==> src/rtl/mdio_phy_responder.sv <==
// Clause-22 MDIO PHY-side responder: decodes read/write frames for PHY_ADDR and
// serves a 32 x 16-bit register file through a tristate MDIO pad.
`timescale 1ns/1ps
module mdio_phy_responder #(
  parameter logic [4:0]  PHY_ADDR     = 5'd1,
  parameter int          PRE_LEN      = 32,
  parameter logic [15:0] REG0_DEFAULT = 16'h1140,
  parameter logic [15:0] STATUS_BASE  = 16'h7949,
  parameter logic [15:0] PHY_ID1      = 16'h0141,
  parameter logic [15:0] PHY_ID2      = 16'h0CC2
) (
  input  logic        clk,
  input  logic        rst,
  input  logic        mdc,
  input  logic        mdio_i,
  output logic        mdio_o,
  output logic        mdio_t,
  input  logic        link_up,
  output logic        soft_rst,
  output logic        wr_valid,
  output logic [4:0]  wr_addr,
  output logic [15:0] wr_data
);

  typedef enum logic [2:0] {
    S_IDLE, S_ST2, S_OP, S_PHYAD, S_REGAD, S_TA, S_DATA, S_SKIP
  } state_t;

  localparam logic [5:0] PRE_MAX = 6'(PRE_LEN);

  state_t      state_q, state_d;
  logic [4:0]  cnt_q, cnt_d;
  logic [5:0]  pre_q, pre_d;

  logic [1:0]  mdc_sync, mdio_sync;
  logic        mdc_prev;
  logic        mdc_rise, mdc_fall, bit_in;

  logic [15:0] sh_q;
  logic        is_rd_q;
  logic        phy_ok_q;
  logic [4:0]  regad_q;
  logic [14:0] reg0_q;
  logic [15:0] regs [4:31];

  logic        op_last, phy_last, reg_last, wr_last, shift_en;
  logic        ta_drive, rd_fall;
  logic [4:0]  field;
  logic [15:0] wr_word, rd_word;

  // Idle level of both lines is high, so the synchronisers reset to 1 and
  // leaving reset never fakes an mdc edge while the bus is quiet.
  always_ff @(posedge clk) begin
    // NOTE: non-blocking assignments in clocked blocks, so every flop sees pre-edge values.
    if (rst) begin
      mdc_sync  <= 2'b11;
      mdio_sync <= 2'b11;
      mdc_prev  <= 1'b1;
    end else begin
      mdc_sync  <= {mdc_sync[0], mdc};
      mdio_sync <= {mdio_sync[0], mdio_i};
      mdc_prev  <= mdc_sync[1];
    end
  end

  assign mdc_rise = mdc_sync[1] & ~mdc_prev;
  assign mdc_fall = ~mdc_sync[1] & mdc_prev;
  assign bit_in   = mdio_sync[1];

  always_ff @(posedge clk) begin
    if (rst) begin
      state_q <= S_IDLE;
      cnt_q   <= '0;
      pre_q   <= '0;
    end else begin
      state_q <= state_d;
      cnt_q   <= cnt_d;
      pre_q   <= pre_d;
    end
  end

  always_comb begin
    // NOTE: defaults first, so no path through the block infers a latch.
    state_d = state_q;
    cnt_d   = cnt_q;
    pre_d   = pre_q;
    if (mdc_rise) begin
      case (state_q)
        S_IDLE: begin
          if (bit_in) begin
            pre_d = (pre_q == PRE_MAX) ? pre_q : pre_q + 6'd1;
          end else begin
            if (pre_q == PRE_MAX) state_d = S_ST2;
            pre_d = '0;
          end
        end
        S_ST2: begin
          state_d = bit_in ? S_OP : S_IDLE;
          cnt_d   = '0;
        end
        S_OP: begin
          if (cnt_q == 5'd0) begin
            cnt_d = 5'd1;
          end else if (sh_q[0] != bit_in) begin
            state_d = S_PHYAD;
            cnt_d   = '0;
          end else begin
            // Bad opcode: PHYAD, REGAD, TA and DATA still to pass (28 bits).
            state_d = S_SKIP;
            cnt_d   = 5'd27;
          end
        end
        S_PHYAD: begin
          if (cnt_q == 5'd4) begin
            state_d = S_REGAD;
            cnt_d   = '0;
          end else begin
            cnt_d = cnt_q + 5'd1;
          end
        end
        S_REGAD: begin
          if (cnt_q == 5'd4) begin
            state_d = phy_ok_q ? S_TA : S_SKIP;
            cnt_d   = phy_ok_q ? 5'd0 : 5'd17;
          end else begin
            cnt_d = cnt_q + 5'd1;
          end
        end
        S_TA: begin
          if (cnt_q == 5'd0) begin
            cnt_d = 5'd1;
          end else begin
            state_d = S_DATA;
            cnt_d   = '0;
          end
        end
        S_DATA: begin
          if (!is_rd_q) begin
            if (cnt_q == 5'd15) begin
              state_d = S_IDLE;
              cnt_d   = '0;
            end else begin
              cnt_d = cnt_q + 5'd1;
            end
          end
        end
        S_SKIP: begin
          if (cnt_q == 5'd0) state_d = S_IDLE;
          else               cnt_d   = cnt_q - 5'd1;
        end
        default: state_d = S_IDLE;
      endcase
    end else if (rd_fall) begin
      // Read data is paced by falling edges: 16 drive edges, then one release edge.
      if (cnt_q == 5'd16) begin
        state_d = S_IDLE;
        cnt_d   = '0;
      end else begin
        cnt_d = cnt_q + 5'd1;
      end
    end
  end

  assign op_last  = mdc_rise && (state_q == S_OP)    && (cnt_q == 5'd1);
  assign phy_last = mdc_rise && (state_q == S_PHYAD) && (cnt_q == 5'd4);
  assign reg_last = mdc_rise && (state_q == S_REGAD) && (cnt_q == 5'd4);
  assign wr_last  = mdc_rise && (state_q == S_DATA) && !is_rd_q && (cnt_q == 5'd15);
  assign shift_en = mdc_rise && ((state_q inside {S_OP, S_PHYAD, S_REGAD}) ||
                                 ((state_q == S_DATA) && !is_rd_q));
  assign ta_drive = mdc_fall && (state_q == S_TA) && is_rd_q && (cnt_q == 5'd1);
  assign rd_fall  = mdc_fall && (state_q == S_DATA) && is_rd_q;
  assign field    = {sh_q[3:0], bit_in};
  assign wr_word  = {sh_q[14:0], bit_in};

  always_comb begin
    rd_word = '0;
    case (field)
      5'd0:    rd_word = {1'b0, reg0_q};
      5'd1:    rd_word = {STATUS_BASE[15:3], link_up, STATUS_BASE[1:0]};
      5'd2:    rd_word = PHY_ID1;
      5'd3:    rd_word = PHY_ID2;
      default: rd_word = regs[field];
    endcase
  end

  always_ff @(posedge clk) begin
    if (rst) begin
      sh_q     <= '0;
      is_rd_q  <= 1'b0;
      phy_ok_q <= 1'b0;
      regad_q  <= '0;
      mdio_o   <= 1'b0;
      mdio_t   <= 1'b1;
      soft_rst <= 1'b0;
      wr_valid <= 1'b0;
      wr_addr  <= '0;
      wr_data  <= '0;
      reg0_q   <= REG0_DEFAULT[14:0];
      // NOTE: the register file is reset explicitly because registers 4..31 must read 0 after reset.
      for (int i = 4; i < 32; i++) regs[i] <= '0;
    end else begin
      soft_rst <= 1'b0;
      wr_valid <= 1'b0;

      if (shift_en) sh_q     <= {sh_q[14:0], bit_in};
      if (op_last)  is_rd_q  <= sh_q[0];
      if (phy_last) phy_ok_q <= (field == PHY_ADDR);
      if (reg_last) begin
        regad_q <= field;
        if (is_rd_q) sh_q <= rd_word;
      end

      // Pad outputs change only in the cycle after a falling mdc edge.
      if (ta_drive) begin
        mdio_t <= 1'b0;
        mdio_o <= 1'b0;
      end
      if (rd_fall) begin
        if (cnt_q == 5'd16) begin
          mdio_t <= 1'b1;
          mdio_o <= 1'b0;
        end else begin
          mdio_o <= sh_q[15];
          sh_q   <= {sh_q[14:0], 1'b0};
        end
      end

      // Registers 1..3 are read-only: such writes vanish without a commit pulse.
      if (wr_last && !(regad_q inside {[5'd1:5'd3]})) begin
        wr_valid <= 1'b1;
        wr_addr  <= regad_q;
        wr_data  <= wr_word;
        if (regad_q == 5'd0) begin
          if (wr_word[15]) begin
            soft_rst <= 1'b1;
            reg0_q   <= REG0_DEFAULT[14:0];
            for (int i = 4; i < 32; i++) regs[i] <= '0;
          end else begin
            reg0_q <= wr_word[14:0];
          end
        end else begin
          regs[regad_q] <= wr_word;
        end
      end
    end
  end

endmodule

==> config.mk <==
export PLATFORM = sky130hd
export DESIGN_NAME = mdio_phy_responder
export DESIGN_NICKNAME = d
export VERILOG_FILES = /design/src/rtl/mdio_phy_responder.sv
export SDC_FILE = /design/constraint.sdc
export NUM_CORES = 1
export LEC_CHECK = 0
export ABC_AREA = 1
export ABC_CLOCK_PERIOD_IN_PS = 3600
export BUFFER_PORTS_ARGS = -buffer_cell sky130_fd_sc_hd__buf_2
export CAP_MARGIN = 20
export CORE_ASPECT_RATIO = 0.8
export CORE_MARGIN = 2
export CORE_UTILIZATION = 63
export CTS_CLUSTER_DIAMETER = 80
export DETAILED_ROUTE_END_ITERATION = 10
export GPL_TIMING_DRIVEN = 0
export PLACE_DENSITY = 0.82
export SLEW_MARGIN = 20
export SYNTH_ARGS = -nofsm -noshare
export SYNTH_HDL_FRONTEND = slang
export SYNTH_SLANG_ARGS = --single-unit
==> constraint.sdc <==
create_clock -name clk -period 3.6 [get_ports clk]
set_input_delay 0.72 -clock clk [delete_from_list [all_inputs] [get_ports clk]]
set_output_delay 0.72 -clock clk [all_outputs]
set_load 0.05 [all_outputs]
After elaboration in Yosys (flattened, before gate mapping)
Memory sizes are Yosys's and may differ from the RTL's. A register that Yosys moved wholly into a read port is not among the register bits.
Index checks and enable logic that the tools add are counted.
{"block": "classes", "n_mux": 88, "n_bitwise": 32, "n_addsub": 3, "n_eq_ne": 28, "magnitude_cmp": 2, "n_reduce_logical": 34}
{"operator": "16-bit two-way mux", "count": 34}
{"operator": "5-bit two-way mux", "count": 13}
{"operator": "16-bit one-hot mux with 4 select lines", "count": 1}
{"operator": "3-bit two-way mux", "count": 13}
{"operator": "5-bit one-hot mux with 7 select lines", "count": 1}
{"operator": "3-bit inequality test, second input constant", "count": 10}
{"operator": "1-bit bitwise OR", "count": 28}
{"operator": "3-bit one-hot mux with 8 select lines", "count": 1}
{"operator": "1-bit two-way mux", "count": 20}
{"operator": "1-bit logical AND", "count": 18}
{"operator": "16-bit OR reduction", "count": 1}
{"operator": "5-bit logical NOT", "count": 3}
{"operator": "15-bit two-way mux", "count": 1}
{"operator": "3-bit equality test, second input constant", "count": 4}
{"operator": "6-bit two-way mux", "count": 2}
{"operator": "11-bit AND reduction", "count": 1}
{"operator": "5-bit by 1-bit equality test with 1-bit output, second input constant", "count": 2}
{"operator": "5-bit by 2-bit equality test with 1-bit output, second input constant", "count": 2}
{"operator": "8-bit by 1-bit inequality test with 1-bit output, second input constant", "count": 1}
{"operator": "6-bit by 1-bit adder with 6-bit output, second input constant", "count": 1}
{"operator": "3-bit by 2-bit equality test with 1-bit output, second input constant", "count": 2}
{"operator": "6-bit equality test, second input constant", "count": 1}
{"operator": "2-bit nonzero test", "count": 3}
{"operator": "5-bit by 1-bit adder with 5-bit output, second input constant", "count": 1}
{"operator": "19 further kinds", "count": 23}
{"block": "word_totals", "ff_bits": 82, "ram_bits": 448, "wordCells": 205, "inputBits": 5, "output_inout_bits": 25, "n_memories": 1}
{"memory": "regs", "words": 28, "word_bits": 16, "rd": 1, "rd_clocked_by_memory_dff": 1, "wr": 28, "line_no": "44", "source": "logic [15:0] regs [4:31];"}

Depth between registers and ports, before layout
{"block": "depth", "word_depth": 11, "ltp_mapped": 15, "mapped_depth_nobuf": 12}

Worst setup path before layout
OpenSTA, ideal clock, no wires.
{"block": "synth_path", "kind": "flip-flop to flip-flop", "from": "register cnt_q[2]", "to": "memory regs[31][0] (enable)", "t_arrival_ns": 2.716, "required_time_ns": 3.228, "path_stages_with_launch": 12, "path_buffers": 2, "period_less_slack_ns": 3.088, "setup_slack_ns": 0.512, "setup_time_ns": 0.372, "cell_sequence": "dfxtp_1 clkbuf_1 nand3_1 inv_1 ha_1 inv_1 nor3_4 inv_2 nor4_4 nand2_4 buf_2 nand2_1"}
{"element": "start, declared", "line_no": "32", "source": "logic [4:0] cnt_q, cnt_d;"}
{"element": "start signal, assigned", "line_no": "77", "source": "cnt_q <= cnt_d;"}
{"element": "end, declared", "line_no": "44"}

Worst setup path in the final report
{"block": "layout_path", "from": "register mdio_sync[1]", "to": "register sh_q[8]"}
{"block": "layout_between", "elab_chain_len": 6, "elab_cells_between_ends": 9, "cone_classes": "3 x eq/ne; 5 x mux; 1 x reduce/logical"}
{"element": "start, declared", "line_no": "35", "source": "logic [1:0] mdc_sync, mdio_sync;"}
{"element": "start signal, assigned", "line_no": "61", "source": "mdio_sync <= {mdio_sync[0], mdio_i};"}
{"element": "5-bit by 2-bit equality test with 1-bit output, or another cell as far along", "line_no": "177", "source": "case (field)"}
{"element": "16-bit one-hot mux with 4 select lines (*)", "line_no": "177"}
{"element": "16-bit two-way mux (*)", "line_no": "210", "source": "if (is_rd_q) sh_q <= rd_word;"}
{"element": "16-bit two-way mux (*)", "line_no": "208", "source": "if (reg_last) begin"}
{"element": "16-bit two-way mux", "line_no": "219", "source": "if (cnt_q == 5'd16) begin"}
{"element": "16-bit two-way mux (*)", "line_no": "218", "source": "if (rd_fall) begin"}
{"element": "end signal, assigned", "line_no": "205", "source": "if (shift_en) sh_q <= {sh_q[14:0], bit_in};"}
{"element": "end signal, assigned", "line_no": "210"}
{"element": "end signal, assigned", "line_no": "224", "source": "sh_q <= {sh_q[14:0], 1'b0};"}
{"element": "end, declared", "line_no": "39", "source": "logic [15:0] sh_q;"}
Mark *: on every way between the ends. The rest lies on a longest branch, timed or not.
A chain may end at the register's enable or synchronous reset.

==> metrics.csv <==
metric;value;unit
Mapped Area;27670;um2
Flop pwr share;53.2;%
CP max FO;10;
endpoints failing hold;0;
Hold Path Class;input port to register;
Cell Count, Final, Fillers Out;3909;
Core ar.;43220;um2
Vias;23980;
CTS Hold Bufs;0;
switching power;3.335;mW
Main synth FF type;edfxtp_1;
switch share;22.74;%
area delta synth->final;12.27;%
CP max stage cell;buf_1;
Post-synth EDFFs;512;
Comb power frac;4.8;%
synth cell count leaders;nand2_1 (847), nor2_1 (578), edfxtp_1 (512), nand3_1 (340), inv_1 (264);
Setup crit end kind;register;
Area contributors post-synth;edfxtp_1 (56%), nand2_1 (11%), nor2_1 (7.8%);
Clock Tree Root;clkbuf_16;
Clock Skew;0.02706;ns
Die H;191.5;um
crit path DAT;4.30;ns
GP Congestion;1.105;
total CTS buffers;56;
gr ovfl total;0;
Worst-Skew Late Latency;0.64;ns
DR iter-0 viols;4324;
Pint;11.33;mW
violated checks;negative setup slack;
met3 routed WL;16.73;mm
final worst slack;-0.1420;ns
synthesized netlist cell count;3137;
# setup viols final;1;
CP top delay family;buffers and inverters;
LEAKAGE;12.11;nW
clock share of power;42.1;%
largest net degree at the start of global routing;21;
kind of critical path;register to register;
register area share after synthesis;61.50;%
H-tree levels;2;
wire per inst;25.29;um
CP bufs+invs;3;
die area;45620;um2
Placed Instances;3790;
NumNets Final;3320;
Via density;6.135;
Metal-1 WL;36.01;mm
Worst-path clk slew;0.06;ns
Slew Viols, Final;0;
highest metal used;met5;
layout cells sized above 1;7.587;%
DRC errors left;0;
Total GRT Usage;43.29;%
CTS Buffer Depth;3;
RSZ-0062 raised after global routing;true;
most frequent cell after synthesis;nand2_1;
Yosys top cell by area;edfxtp_1;
die width;238.3;um
post-synthesis sequential element count;594;
met2 routed WL;40.29;mm
Avg Inst Size Synth;8.821;um2
crit path time final;3.742;ns
Cell Pwr Density;472.2;nW/um2
clock sinks;594;
initial antenna violation count;3;
Least-Margin Pin Slew;1.316;ns
Post-DRT Antenna Nets;0;
initial core utilization;64.02;%
fin util;71.87;%
Synth top area share;55.56;%
DRT Pass-1 Iters;7;
Worst Setup Start Kind;register;
Peak Freq;267.2;MHz
row cnt;68;
CP max stage delay;0.76;ns
Period Utilization, post-route;103.9;%
I/O Pins;30;
IO buf count;28;
status;finished, violations left;
fraction of registers with async set/reset;0;%
Sum Neg Setup Slack;-0.1420;ns
Worst EP required;4.16;ns
max cap viols;0;
crit-path most repeated cell;nand2_1;
slew margin rel.;11.61;%
Detail Placement HPWL;69.08;mm
post-synth cell types;36;
crit path cell chain;clkbuf_2 > buf_1 > clkbuf_1 > nand2_1 > nand2_1 > nand2_1 > nand3_1 > nand3_1 > nand2_1 > nand3_1 > nand2_1 > nand2_1 > a21oi_1;
hold_ws;0.2816;ns
Final Power;14.67;mW
vias in the first global route;22110;
first-pass GRT wire length;140.7;mm
total wire length;98.86;mm
Ys Warns;0;
worst ir drop on vdd;0.3833;mV
CTS tree;done;
-- final cells by class --
type	count	area [um2]
fillers	3178	12160
diodes	1	2.502
plain buffers	209	829.5
multi-input cells	2122	9286
clock inverters	31	297.8
repair buffers	48	331.6
inverters	272	1022
flip-flops and latches	594	17020
clock buffers	72	1575
well taps	560	700.7
-- layer usage --
| layer | vias to the layer above | global-route usage [%] |
|---|---|---|
| met3 | 337 | 16.82 |
| met2 | 2044 | 61.12 |
| li1 | 10440 | - |
| met5 | - | 0 |
| met1 | 11160 | 58.35 |
| met4 | 4 | 21.97 |
-- state kept, by name, summed over array words and instances, names as in the netlist --
signal and cells:
cnt_q 5, is_rd_q 1, mdc_prev 1, mdc_sync 2
mdio_o 1, mdio_sync 2, mdio_t 1, phy_ok_q 1
pre_q 6, reg0_q 15, regad_q 5, regs 512
sh_q 16, soft_rst 1, state_q 3, wr_addr 5
wr_data 16, wr_valid 1
-- stage by stage --
step                      setup slack (ns)  cell area (um2)
after floorplan                     0.5124            27910
after global placement              -1.137            28750
after detailed placement            -1.145            28780
after CTS                         -0.03479            31010
after global routing              -0.01933            31060
final                              -0.1420            31060
-- power groups by stage --
stage	combinational, mW	clock, mW	sequential (mW)
after floorplan	0.412	0	7.91
after global placement	0.610	0	7.93
after detailed placement	0.631	0	7.94
after CTS	0.666	6.10	7.79
after global routing	0.747	6.34	7.81
final	0.703	6.17	7.80
-- logic make-up (layout without fill, tap and decap cells) --
| family | count (synthesis) | count (layout) | share of synthesized area (%) |
|---|---|---|---|
| other cells | 1 | 65 | 0.01355 |
| flops | 594 | 594 | 61.50 |
| buf+inv | 484 | 632 | 6.602 |
| fa+ha+maj | 12 | 12 | 0.5426 |
| compound gates | 211 | 211 | 4.024 |
| simple gates | 1830 | 1830 | 27.16 |
| xor+xnor | 5 | 5 | 0.1583 |
-- timing repair --
item,4_1_cts,5_1_grt
cloned,0,0
buffers inserted,16,2
setup endpoints to repair,533,509
resized for setup,70,36
pin swaps,6,1
-- worst paths after layout --
| path | startpoint | to | slack [ns] | depth (start not counted) |
|---|---|---|---|---|
| max | mdio_sync[1]$_SDFF_PP1_ | sh_q[8]$_SDFF_PP0_ | -0.14 | 13 |
| min | mdc | mdc_sync[0]$_SDFF_PP1_ | 0.28 | 2 |
| max reg2reg | mdio_sync[1]$_SDFF_PP1_ | sh_q[8]$_SDFF_PP0_ | -0.14 | 13 |
| min reg2reg | mdio_sync[0]$_SDFF_PP1_ | mdio_sync[1]$_SDFF_PP1_ | 0.41 | 1 |
-- cell usage in the layout, fill, tap and decap left out, types with 14 or more instances in the layout --
| master | netlist | layout |
|---|---|---|
| buf_1 | 18 | 16 |
| edfxtp_1 | 512 | 512 |
| a21oi_1 | 115 | 115 |
| buf_2 | 8 | 41 |
| clkbuf_1 | 186 | 167 |
| nand3_1 | 340 | 340 |
| nor2_1 | 578 | 577 |
| clkbuf_16 | 0 | 59 |
| conb_1 | 1 | 64 |
| dfxtp_1 | 82 | 80 |
| inv_1 | 264 | 264 |
| buf_4 | 0 | 17 |
| nor2_2 | 26 | 27 |
| nand2_4 | 7 | 30 |
| clkinv_1 | 4 | 14 |
| nand2_1 | 847 | 814 |
| o21ai_0 | 74 | 73 |
| clkbuf_2 | 0 | 20 |
(Power assumes the default switching activity.)
